## src/rtl/rv_pkg.sv

```systemverilog
// Shared definitions for the register-file write side.
// Holds the datapath width, register-address width and register count, the
// writeback request record buffered by the long-latency result FIFO, and a
// helper that turns a register address into a scoreboard bit mask.
package rv_pkg;

  localparam int unsigned XLEN       = 64;
  localparam int unsigned REG_ADDR_W = 5;
  localparam int unsigned NUM_REGS   = 32;

  typedef logic [REG_ADDR_W-1:0] reg_addr_t;

  // One pending register-file write: destination, value and a live flag.
  // A cleared valid means the write was superseded and must not commit.
  typedef struct packed {
    reg_addr_t       rd;
    logic [XLEN-1:0] data;
    logic            valid;
  } wb_req_t;

  // One-hot mask for a register. Bit 0 is always cleared because x0 is never
  // tracked as pending.
  function automatic logic [NUM_REGS-1:0] regMask(input reg_addr_t r);
    logic [NUM_REGS-1:0] m;
    m    = '0;
    m[r] = 1'b1;
    m[0] = 1'b0;
    return m;
  endfunction

endpackage

```

## src/rtl/regfile_write_ctrl_wb_fifo.sv

```systemverilog
// Module: wb_fifo
// Buffers long-latency results waiting for the register-file write port.
// Each entry carries its own valid flag so that a younger pipeline writeback
// to the same register can squash it in place; squashed entries still drain
// in order so the consumer can retire their scoreboard bits.
// Ports:
//   clk_i      clock, all updates on posedge
//   reset_i    synchronous active-high reset, empties the FIFO
//   push_i     write pushReq_i at the tail (caller guarantees not full)
//   pushReq_i  entry to store
//   pop_i      advance the head (caller guarantees not empty)
//   inv_i      squash every entry whose rd equals invRd_i
//   invRd_i    register address to squash
//   head_o     entry at the head
//   empty_o    no entries stored
//   full_o     DEPTH entries stored
module wb_fifo
  import rv_pkg::*;
#(
  parameter int unsigned DEPTH = 4
) (
  input  logic      clk_i,
  input  logic      reset_i,
  input  logic      push_i,
  input  wb_req_t   pushReq_i,
  input  logic      pop_i,
  input  logic      inv_i,
  input  reg_addr_t invRd_i,
  output wb_req_t   head_o,
  output logic      empty_o,
  output logic      full_o
);

  localparam int unsigned PTR_W = $clog2(DEPTH);
  localparam int unsigned CNT_W = PTR_W + 1;

  wb_req_t            mem_q [DEPTH];
  logic [PTR_W-1:0]   wrPtr_q, wrPtr_d;
  logic [PTR_W-1:0]   rdPtr_q, rdPtr_d;
  logic [CNT_W-1:0]   count_q, count_d;
  wb_req_t            pushEntry;

  // Pointers are exactly log2(DEPTH) bits wide, so incrementing them wraps
  // modulo DEPTH for free. Count only moves on a lone push or a lone pop.
  always_comb begin
    wrPtr_d = wrPtr_q;
    rdPtr_d = rdPtr_q;
    count_d = count_q;
    if (push_i) begin
      wrPtr_d = wrPtr_q + PTR_W'(1);
    end
    if (pop_i) begin
      rdPtr_d = rdPtr_q + PTR_W'(1);
    end
    if (push_i && !pop_i) begin
      count_d = count_q + CNT_W'(1);
    end else if (!push_i && pop_i) begin
      count_d = count_q - CNT_W'(1);
    end
  end

  // An entry arriving in the same cycle as a squash for its register is
  // older than that writeback, so it is stored already invalidated.
  always_comb begin
    pushEntry       = pushReq_i;
    pushEntry.valid = pushReq_i.valid & ~(inv_i && (pushReq_i.rd == invRd_i));
  end

  // Storage update: squash matching entries first, then the tail write; the
  // tail slot is never live while being written, so the order cannot lose a
  // squash.
  always_ff @(posedge clk_i) begin
    if (reset_i) begin
      for (int unsigned i = 0; i < DEPTH; i++) begin
        mem_q[PTR_W'(i)] <= '0;
      end
      wrPtr_q <= '0;
      rdPtr_q <= '0;
      count_q <= '0;
    end else begin
      for (int unsigned i = 0; i < DEPTH; i++) begin
        if (inv_i && (mem_q[PTR_W'(i)].rd == invRd_i)) begin
          mem_q[PTR_W'(i)].valid <= 1'b0;
        end
      end
      if (push_i) begin
        mem_q[wrPtr_q] <= pushEntry;
      end
      wrPtr_q <= wrPtr_d;
      rdPtr_q <= rdPtr_d;
      count_q <= count_d;
    end
  end

  assign head_o  = mem_q[rdPtr_q];
  assign empty_o = (count_q == '0);
  assign full_o  = (count_q == CNT_W'(DEPTH));

endmodule

```

## src/rtl/regfile_write_ctrl.sv

```systemverilog
// Module: regfile_write_ctrl
// Write-side controller for registerFile. Merges pipeline writeback with
// results from the long-latency unit (load/mul) onto the single register-file
// write port, buffers long-latency results that lose arbitration, keeps the
// pending-write scoreboard used by the hazard unit, and never writes x0.
// The register file samples rd_o/writedata_o/reg_write_o on negedge, so all
// three are registered here and valid one cycle after selection.
// Datapath width is rv_pkg::XLEN.
// Ports:
//   clk_i        clock
//   reset_i      synchronous active-high reset
//   wb_valid_i   pipeline writeback valid (never stalled)
//   wb_rd_i      pipeline destination register
//   wb_data_i    pipeline writeback value
//   lu_valid_i   long-latency result valid
//   lu_ready_o   result accepted when lu_valid_i & lu_ready_o
//   lu_rd_i      long-latency destination register
//   lu_data_i    long-latency result value
//   iss_valid_i  long-latency op issued this cycle
//   iss_rd_i     destination of the issued op
//   rs1_i/rs2_i  decode-stage source registers
//   haz1_o/haz2_o  source register has a pending long-latency write
//   busy_o       pending-write scoreboard
//   rd_o, writedata_o, reg_write_o  register-file write port
module regfile_write_ctrl
  import rv_pkg::*;
#(
  parameter int unsigned DEPTH = 4
) (
  input  logic                clk_i,
  input  logic                reset_i,
  input  logic                wb_valid_i,
  input  logic [4:0]          wb_rd_i,
  input  logic [XLEN-1:0]     wb_data_i,
  input  logic                lu_valid_i,
  output logic                lu_ready_o,
  input  logic [4:0]          lu_rd_i,
  input  logic [XLEN-1:0]     lu_data_i,
  input  logic                iss_valid_i,
  input  logic [4:0]          iss_rd_i,
  input  logic [4:0]          rs1_i,
  input  logic [4:0]          rs2_i,
  output logic                haz1_o,
  output logic                haz2_o,
  output logic [NUM_REGS-1:0] busy_o,
  output logic [4:0]          rd_o,
  output logic [XLEN-1:0]     writedata_o,
  output logic                reg_write_o
);

  logic                fifoEmpty;
  logic                fifoFull;
  logic                fifoPush;
  logic                luFire;
  logic                selWb;
  logic                selPop;
  logic                selBypass;
  logic                squash;
  wb_req_t             fifoHead;
  wb_req_t             luReq;

  logic [NUM_REGS-1:0] busy_q, busy_d;
  logic [NUM_REGS-1:0] clrMask;
  logic [NUM_REGS-1:0] setMask;
  reg_addr_t           rd_q, rd_d;
  logic [XLEN-1:0]     wdata_q, wdata_d;
  logic                we_q, we_d;

  // Port arbitration. Pipeline writeback can never stall, so it always wins.
  // Otherwise the oldest buffered result drains; only when nothing is
  // buffered may a fresh long-latency result skip the FIFO entirely, which
  // keeps long-latency results in arrival order.
  always_comb begin
    luFire    = lu_valid_i & ~fifoFull;
    selWb     = wb_valid_i;
    selPop    = ~wb_valid_i & ~fifoEmpty;
    selBypass = ~wb_valid_i & fifoEmpty & luFire;
    fifoPush  = luFire & ~selBypass;
    squash    = wb_valid_i & (wb_rd_i != '0);
    luReq       = '0;
    luReq.rd    = lu_rd_i;
    luReq.data  = lu_data_i;
    luReq.valid = 1'b1;
  end

  wb_fifo #(
    .DEPTH(DEPTH)
  ) u_fifo (
    .clk_i    (clk_i),
    .reset_i  (reset_i),
    .push_i   (fifoPush),
    .pushReq_i(luReq),
    .pop_i    (selPop),
    .inv_i    (squash),
    .invRd_i  (wb_rd_i),
    .head_o   (fifoHead),
    .empty_o  (fifoEmpty),
    .full_o   (fifoFull)
  );

  // Next value of the write port. A selected write to x0 or a squashed entry
  // still updates rd/data but leaves the write enable low; with nothing
  // selected the enable drops and rd/data hold.
  always_comb begin
    rd_d    = rd_q;
    wdata_d = wdata_q;
    we_d    = 1'b0;
    if (selWb) begin
      rd_d    = wb_rd_i;
      wdata_d = wb_data_i;
      we_d    = (wb_rd_i != '0);
    end else if (selPop) begin
      rd_d    = fifoHead.rd;
      wdata_d = fifoHead.data;
      we_d    = fifoHead.valid & (fifoHead.rd != '0);
    end else if (selBypass) begin
      rd_d    = lu_rd_i;
      wdata_d = lu_data_i;
      we_d    = (lu_rd_i != '0);
    end
  end

  // Scoreboard. A register stops being pending the moment its long-latency
  // result is selected for the port, written or squashed. A new issue to the
  // same register in that cycle is a newer producer, so the set is applied
  // after the clear. regMask keeps bit 0 permanently clear.
  always_comb begin
    clrMask = '0;
    setMask = '0;
    if (selPop) begin
      clrMask = regMask(fifoHead.rd);
    end else if (selBypass) begin
      clrMask = regMask(lu_rd_i);
    end
    if (iss_valid_i) begin
      setMask = regMask(iss_rd_i);
    end
    busy_d = (busy_q & ~clrMask) | setMask;
  end

  // State registers for the write port and the scoreboard.
  always_ff @(posedge clk_i) begin
    if (reset_i) begin
      rd_q    <= '0;
      wdata_q <= '0;
      we_q    <= 1'b0;
      busy_q  <= '0;
    end else begin
      rd_q    <= rd_d;
      wdata_q <= wdata_d;
      we_q    <= we_d;
      busy_q  <= busy_d;
    end
  end

  // Hazard lookups read the registered scoreboard; an issue in this same
  // cycle is not forwarded.
  assign haz1_o      = busy_q[rs1_i] & (rs1_i != '0);
  assign haz2_o      = busy_q[rs2_i] & (rs2_i != '0);
  assign busy_o      = busy_q;
  assign lu_ready_o  = ~fifoFull;
  assign rd_o        = rd_q;
  assign writedata_o = wdata_q;
  assign reg_write_o = we_q;

endmodule
```

## config.mk

```make
export PLATFORM = sky130hd
export DESIGN_NAME = regfile_write_ctrl
export DESIGN_NICKNAME = d
export VERILOG_FILES = /design/src/rtl/rv_pkg.sv /design/src/rtl/regfile_write_ctrl_wb_fifo.sv /design/src/rtl/regfile_write_ctrl.sv
export SDC_FILE = /design/constraint.sdc
export NUM_CORES = 1
export LEC_CHECK = 0
export ABC_AREA = 1
export CELL_PAD_IN_SITES_DETAIL_PLACEMENT = 1
export CELL_PAD_IN_SITES_GLOBAL_PLACEMENT = 1
export CORE_ASPECT_RATIO = 1.1
export CORE_MARGIN = 5
export CORE_UTILIZATION = 45
export DETAILED_ROUTE_END_ITERATION = 6
export HOLD_SLACK_MARGIN = 0.03
export PLACE_DENSITY = 0.86
export SLEW_MARGIN = 25
export SYNTH_ARGS = -nofsm -noshare
export SYNTH_HDL_FRONTEND = slang
export SYNTH_SLANG_ARGS = --single-unit
```

## constraint.sdc

```tcl
create_clock -name clk_i -period 9.65 [get_ports clk_i]
set_clock_uncertainty 0.05 [all_clocks]
set_input_delay 2.4125 -clock clk_i [delete_from_list [all_inputs] [get_ports clk_i]]
set_output_delay 2.4125 -clock clk_i [all_outputs]
set_load 0.01 [all_outputs]
```

; ---- Word-level counts from Yosys, hierarchy flattened
; Memory sizes are Yosys's and may differ from the RTL's. A register that Yosys moved wholly into a read port is not among the register bits.
; Index checks and enable logic that the tools add are counted.
[word_totals]
reg_bits = 109
ram_bits = 280
inputBits = 158
output_inout_bits = 105
elab_cells = 114
n_memories = 1
[mem_list]
columns = memory, depth, width, rd, rd_clocked_by_memory_dff, wr, line_no
row1 = u_fifo.mem_q, 4, 70, 5, 1, 5, regfile_write_ctrl_wb_fifo.sv:37  ; wb_req_t mem_q [DEPTH];
[classes]
n_addsub = 4
n_lt_le_gt_ge = 8
n_eq_ne = 6
n_mux = 47
bitwise_logic = 21
n_reduce_logical = 20
[ops]
columns = op, count
row1 = 2-to-1 mux 64 bit, 3
row2 = 2-to-1 mux 32 bit, 3
row3 = bitwise AND 32 bit, 1
row4 = inverter 32 bit, 1
row5 = bitwise OR 32 bit, 1
row6 = less-than comparator 5 x 6 -> 1 bit (second input constant), 5
row7 = 2-to-1 mux 1 bit, 29
row8 = equality test 5 bit, 5
row9 = nonzero test 5 bit, 5
row10 = demux 1 bit (select 5 bit), 3
row11 = greater-or-equal comparator 5 x 1 -> 1 bit (second input constant), 3
row12 = 2-to-1 mux 5 bit, 3
row13 = binary-select mux 1 bit (select 5 bit), 2
row14 = logical AND 1 bit, 10
row15 = bitwise AND 1 bit, 9
row16 = 2-to-1 mux 3 bit, 2
row17 = inverter 1 bit, 5
row18 = adder 2 x 1 -> 2 bit (second input constant), 2
row19 = 2-to-1 mux 2 bit, 2
row20 = bitwise OR 1 bit, 4
row21 = adder 3 x 1 -> 3 bit (second input constant), 1
row22 = equality test 3 bit (second input constant), 1
row23 = zero test 3 bit, 1
row24 = nonzero test 3 bit, 1
row25 = 3 further kinds, 4

; ---- Longest topological paths before layout
; Gate-level depths: netlist (run 1).
[depth]
depth_word = 10
mapped_depth = 12
depth_no_buf = 11

; ---- By module
; From an unflattened synthesis (run 1), not the netlist that was laid out.
[hier_totals]
cells_unflattened = 2110
hier_area_um2 = 18322.6
[modules_own_cells]
columns = mod, instances, cells_per_inst, area_each_um2
row1 = wb_fifo, 1, 1200, 12637.1
row2 = regfile_write_ctrl, 1, 910, 5685.5

; ---- Least setup slack after synthesis (run 1)
; OpenSTA, ideal clock, no wires.
[synth_timing]
path_type = in2out
start = input port rs2_i[1]
end = output port haz2_o
arrival_time_ps = 3176
setup_slack_ps = 4012
path_stages = 7
path_cell_list = clkbuf_1 -> o21ai_0 -> o21ai_0 -> nand2_1 -> nand3_1 -> nand2_1 -> nand2_1
[synth_between]
elab_chain_cells = 3
word_cells_on_any_way = 4
cone_classes = mux: 2 / bitwise: 1 / reduce/logical: 1
[synth_rtl]
columns = element, line_no
row1 = "start, declared", regfile_write_ctrl.sv:42  ; input logic [4:0] rs2_i,
row2 = binary-select mux 1 bit (select 5 bit), regfile_write_ctrl.sv:159  ; assign haz2_o = busy_q[rs2_i] & (rs2_i != '0);
row3 = 2-to-1 mux 1 bit (implied by the code), regfile_write_ctrl.sv:159
row4 = bitwise AND 1 bit *, regfile_write_ctrl.sv:159
row5 = "end, declared", regfile_write_ctrl.sv:44  ; output logic haz2_o,
; Mark *: on every way between the ends. The rest lies on a longest branch, timed or not. The select of a mux whose other input is x is not followed.

; ---- Worst setup path in the final report (run 1)
[layout_timing]
start = input port rs2_i[0]
end = output port haz2_o
; Same word-level chain as after synthesis.

==> metrics.txt, run 1 <==
outcome complete, no violations; die footprint 45700 um2; GRT Overall Usage 0.282; CTS Hold Buffers Added 0; fraction of power consumed by the clock network 0.328; Syn Inst Count 2187; global-route wire length before repair 102000 um; area of the mapped netlist 18700 um2; register area share after synthesis 0.567; Avg WL per Cell 22.3 um; r2r startpoint u_fifo.count_q[0]; Peak supply drop 0.000113 V; Die W 204 um; EDFF count, synth 280; Top Layer Used met5; Final GP Congestion 0.899; slowest stage cell, crit path clkdlybuf4s50_1; remaining routing DRC violations 0; CTS tree built; top cells by area, synth edfxtp_1 45%, dfxtp_1 12%, nand2_1 10%, nand3_1 7.9%, nor2_1 6.1%; hold_ws 0.422 ns; Switching Share 0.326; hpwl dp 39800 um; CORE AREA 41200 um2; fmax 134 MHz; Synth area leader edfxtp_1; Total Power 5.09 mW; overall routed net length 66000 um; max cap viols 0; Max stage delay on crit path 0.91 ns; Sequential Area 10600 um2; Skew-Pair Late Insertion Delay 0.56 ns; cts bufs inserted 42; I/O Pins 263; vias in the first global route 18300; Core Rows 78; worst-case reg-to-reg path depth 7; Critical Path Fanout Max 22; via count 16900; Async S/R FF share, synth 0; crit-path cells clkdlybuf4s50_1 > clkinv_1 > a21oi_1 > o21ai_0 > nand2_1 > nand2_1 > nand2_1 > inv_1 > nand2_1 > nand2_1 > nand2_1 > clkdlybuf4s50_1; maximum clock path buffer count 3; clk slew on worst S/H paths 0.06 ns; reg2reg setup slack 5.88 ns; first drt pass iteration count 5; initial antenna violation count 5; leading cell types in the layout, fill and taps excluded 498 x nand2_1, 305 x nor2_1, 295 x nand3_1; Leakage 9.40 nW; syn avg cell area 8.55 um2; Worst EP required 7.19 ns; post-CTS setup repair buffer count 0; combinational share of power 0.249; Placement Setup Slack 2.19 ns; cell-internal power 3.43 mW; Syn Nets 2351; worst hold path cell count 2; Die Y 224 um; Worst path most repeated cell nand2_1; synth unique cells 38; Net count, final 2534; number of I/O port buffers 261; largest net degree at the start of global routing 82; TritonCTS Sinks 390; HP Class reg -> reg; worst slew pin tran 1.07 ns; number of max-slew violations in the final report 0; fin crit period 7.47 ns; Post-DRT Antenna Nets 0; post-CTS sizing 0; GRT overflow 0; DRT met1 WL 26600 um; Seq pwr share 0.423; met2 wire length 33300 um; Root Driver clkbuf_16; Final Hold Viols 0; commonest non-fill, non-tap cell in the layout nand2_1; Final TNS setup 0 ns; main flop type after synthesis edfxtp_1; Via-to-Cell Ratio 5.69; crit-path leading delay family buffers and inverters; final worst path period share 0.774; fill cell total of the finished layout 4809; Crit path buffers/inverters 4; hold path startpoint u_fifo.rdPtr_q[1]; crit start category input port; met3 wire length 3780 um; final setup vio count 0; Worst Setup Slack, final 2.18 ns; P&R area growth vs syn 22.9%; CP arrival 5.01 ns; reg2reg end u_fifo.mem_q[1][18]; RSZ-0062 raised after global routing false; multi-input logic area 6770 um2; Starting Density 0.454; Synth Register Bits 390; 1st-iter DRT viols 1158; sw power 1.66 mW; Max-slew headroom 0.289; pwr dens 221 nW/um2; Setup CP Type in -> out; proportion of layout cells with a drive suffix above 1 0.0495; H-tree depth 2; CP Capture Type output pin; final design utilization 0.558; synth warn 0; post-synth top area share 0.449
power by group through the flow:
stage	Sequential [mW]	Clock, mW	Combinational (mW)
after floorplan	2.16	0	0.743
after global placement	2.17	0	1.18
final	2.15	1.67	1.27
after global routing	2.17	1.76	1.38
after detailed placement	2.18	0	1.24
after CTS	2.15	1.69	1.27
per-layer routing:
layer | vias to the layer above | global-route usage
met4 | 4 | 0.106
met3 | 143 | 0.0429
met2 | 617 | 0.498
met1 | 8482 | 0.350
met5 | - | 0
li1 | 7642 | -
flip-flops by register name (all words and copies together), names as in the netlist, named ones only:
| register | cells |
|---|---|
| rd_o | 5 |
| u_fifo.wrPtr_q | 2 |
| writedata_o | 64 |
| u_fifo.count_q | 3 |
| reg_write_o | 1 |
| busy_o | 31 |
| u_fifo.rdPtr_q | 2 |
| u_fifo.mem_q | 280 |
cell families after synthesis:
group           Yosys count  share of synthesized area
buf+inv                 339                     0.0755
compound gates          281                     0.0866
other cells               1                   0.000200
flops                   390                      0.567
simple gates           1150                      0.257
xor+xnor                 20                    0.00936
fa+ha+maj                 6                    0.00441
worst reg2reg max path: cells and delay by family (launching register included):
family,cells,cell delay [ns]
DFF,1,0.44
buffers and inverters,1,0.60
and+or+nand+nor,6,2.30
area by class of cell:
cell class              count  share of cell area
diodes                      3            0.000327
clock buffers              58              0.0519
clock inverters            20             0.00931
inverters                 204              0.0335
multi-input cells        1458               0.295
flip-flops and latches    390               0.462
well taps                 560              0.0305
repair buffers            274               0.118
through the flow:
| stage | std cells | instance area (um2) |
|---|---|---|
| global placement | 2886 | 21500 |
| global route | 2967 | 23000 |
| floorplan | 2187 | 18700 |
| CTS | 2964 | 23000 |
| detailed placement | 2886 | 21500 |
| finish | 2967 | 23000 |
Yosys cell counts (11+ instances only):
cell type and number:
buf_2 51, o21ai_1 11, o211ai_1 70, nand3_1 295
nand2_1 503, buf_4 20, dfxtp_1 110, a21oi_1 96
o21ai_0 91, edfxtp_1 280, nor3_1 21, nor2_1 305
clkbuf_1 59, inv_1 194
how the worst max path moves through the flow:
stage                   from  endpoint  cells past startpoint
finish              rs2_i[0]    haz2_o                     12
global route        rs2_i[0]    haz2_o                     12
CTS                 rs2_i[0]    haz2_o                     12
detailed placement  rs2_i[0]    haz2_o                     12
global placement    rs2_i[0]    haz2_o                     12
floorplan           rs2_i[1]    haz2_o                      7
Power figures use the tool's default switching activity.
==> inputs of run 2 (changes only) <==
- CORE_UTILIZATION: 45 -> 41
- PLACE_DENSITY: 0.86 -> 0.8
- clock period: 9.65 -> 7.75 ns (I/O delays scaled with it)
==> run 2 against run 1 <==
Final area increased by 0.47%. Final cell count increased by 1.1%. Critical path depth increased by 1. Hold slack improved by 0.0027 ns. Routed wire length decreased by 2.2%. Die area increased by 9.3%. Highest routed layer is now met4. Largest cell class unchanged. Sequential power increased by 23%. Worst setup slack got worse by 0.52 ns. Clock power increased by 23%.
==> metrics.txt, run 2 (synthesis results as in run 1) <==
worst slew pin tran 1.02 ns; hpwl dp 40300 um; CTS Hold Buffers Added 0; CORE AREA 45300 um2; RSZ-0062 raised after global routing false; initial antenna violation count 3; post-CTS setup repair buffer count 0; proportion of layout cells with a drive suffix above 1 0.0527; pwr dens 273 nW/um2; overall routed net length 64600 um; crit-path cells clkdlybuf4s50_1 > buf_4 > clkinv_1 > a21oi_1 > o21ai_0 > nand2_1 > nand2_1 > nand2_1 > inv_1 > nand2_1 > nand2_1 > nand2_1 > clkdlybuf4s50_1; Final GP Congestion 0.906; GRT overflow 0; CP Capture Type output pin; Worst EP required 5.76 ns; die footprint 50000 um2; max cap viols 0; largest net degree at the start of global routing 107; Max-slew headroom 0.322; HP Class reg -> reg; first drt pass iteration count 5; H-tree depth 2; fill cell total of the finished layout 5327; number of I/O port buffers 261; Leakage 9.43 nW; Die Y 234 um; Total Power 6.31 mW; Critical Path Fanout Max 22; 1st-iter DRT viols 1156; Final TNS setup 0 ns; Avg WL per Cell 21.5 um; via count 16500; Setup CP Type in -> out; Max stage delay on crit path 0.56 ns; Final Hold Viols 0; Starting Density 0.412; commonest non-fill, non-tap cell in the layout nand2_1; fmax 164 MHz; Die W 214 um; Skew-Pair Late Insertion Delay 0.57 ns; sw power 2.05 mW; Core Rows 82; Crit path buffers/inverters 5; global-route wire length before repair 98900 um; fraction of power consumed by the clock network 0.326; I/O Pins 263; Seq pwr share 0.420; Worst path most repeated cell nand2_1; CP arrival 4.11 ns; cell-internal power 4.26 mW; clk slew on worst S/H paths 0.06 ns; post-CTS sizing 0; GRT Overall Usage 0.252; remaining routing DRC violations 0; slowest stage cell, crit path clkdlybuf4s50_1; TritonCTS Sinks 390; Switching Share 0.324; final setup vio count 0; Largest Register u_fifo.mem_q; combinational share of power 0.254; final worst path period share 0.787; vias in the first global route 17800; crit start category input port; cts bufs inserted 43; number of max-slew violations in the final report 0; Post-DRT Antenna Nets 0; maximum clock path buffer count 3; Root Driver clkbuf_16; crit-path leading delay family buffers and inverters; Peak supply drop 0.000148 V; max reg flops 280; P&R area growth vs syn 23.4%; final design utilization 0.509; CTS tree built; fin crit period 6.10 ns; Via-to-Cell Ratio 5.51; leading cell types in the layout, fill and taps excluded 498 x nand2_1, 305 x nor2_1, 295 x nand3_1; outcome complete, no violations; Net count, final 2540
run 2: worst register-to-register path: stages (launching register included):
cell	delay, ns
dfxtp_1	0.44
nor2_4	0.10
nand2_1	0.17
nand3_2	0.18
nor2_4	0.36
nand2_4	0.60
nand2_4	0.80
buf_4	0.41
run 2: path summary, 6_finish.rpt:
kind | slack (ns) | depth (start not counted) | to | startpoint
hold reg to reg | 0.42 | 2 | register | u_fifo.rdPtr_q[1]
setup / recovery | 1.65 | 13 | haz2_o | rs2_i[0]
setup reg to reg | 4.30 | 7 | u_fifo.mem_q[3][17] | u_fifo.count_q[0]
hold / removal | 0.42 | 2 | register | u_fifo.rdPtr_q[1]
run 2: stage by stage:
stage	hold WS (ns)	instance area, um2	worst slack (ns)	std cells
5_1_grt	0.464	23100	1.50	3001
4_1_cts	0.424	23100	1.65	2999
2_1_floorplan	0.386	18700	2.90	2187
3_3_place_gp	0.395	21600	1.63	2918
6_report	0.425	23100	1.65	3001
3_5_place_dp	0.414	21700	1.65	2919
run 2: area by class of cell:
type / instances / area, um2 / share of cell area
Sequential cell: 390 / 10600 / 0.460
Tap cell: 588 / 736 / 0.0319
Inverter: 204 / 769 / 0.0333
Timing Repair Buffer: 279 / 2780 / 0.120
Antenna cell: 2 / 5.00 / 0.000217
Clock buffer: 60 / 1200 / 0.0521
Clock inverter: 20 / 195 / 0.00845
Multi-Input combinational cell: 1458 / 6790 / 0.294
run 2: power groups by stage:
| stage | Combinational, mW | Clock [mW] | Sequential [mW] |
|---|---|---|---|
| detailed placement | 1.58 | 0 | 2.69 |
| floorplan | 0.925 | 0 | 2.68 |
| global placement | 1.51 | 0 | 2.68 |
| global route | 1.75 | 2.18 | 2.68 |
| finish | 1.60 | 2.06 | 2.65 |
| CTS | 1.60 | 2.09 | 2.65 |
run 2: layer usage:
metal,GRT usage,part of all wire,vias to the layer above,routed length [um]
met1,0.326,0.42,8286,27100
met4,0.0708,0.027,0,1750
met2,0.440,0.50,509,32300
met5,0,0,-,0
met3,0.0372,0.054,97,3470
li1,-,-,7636,-
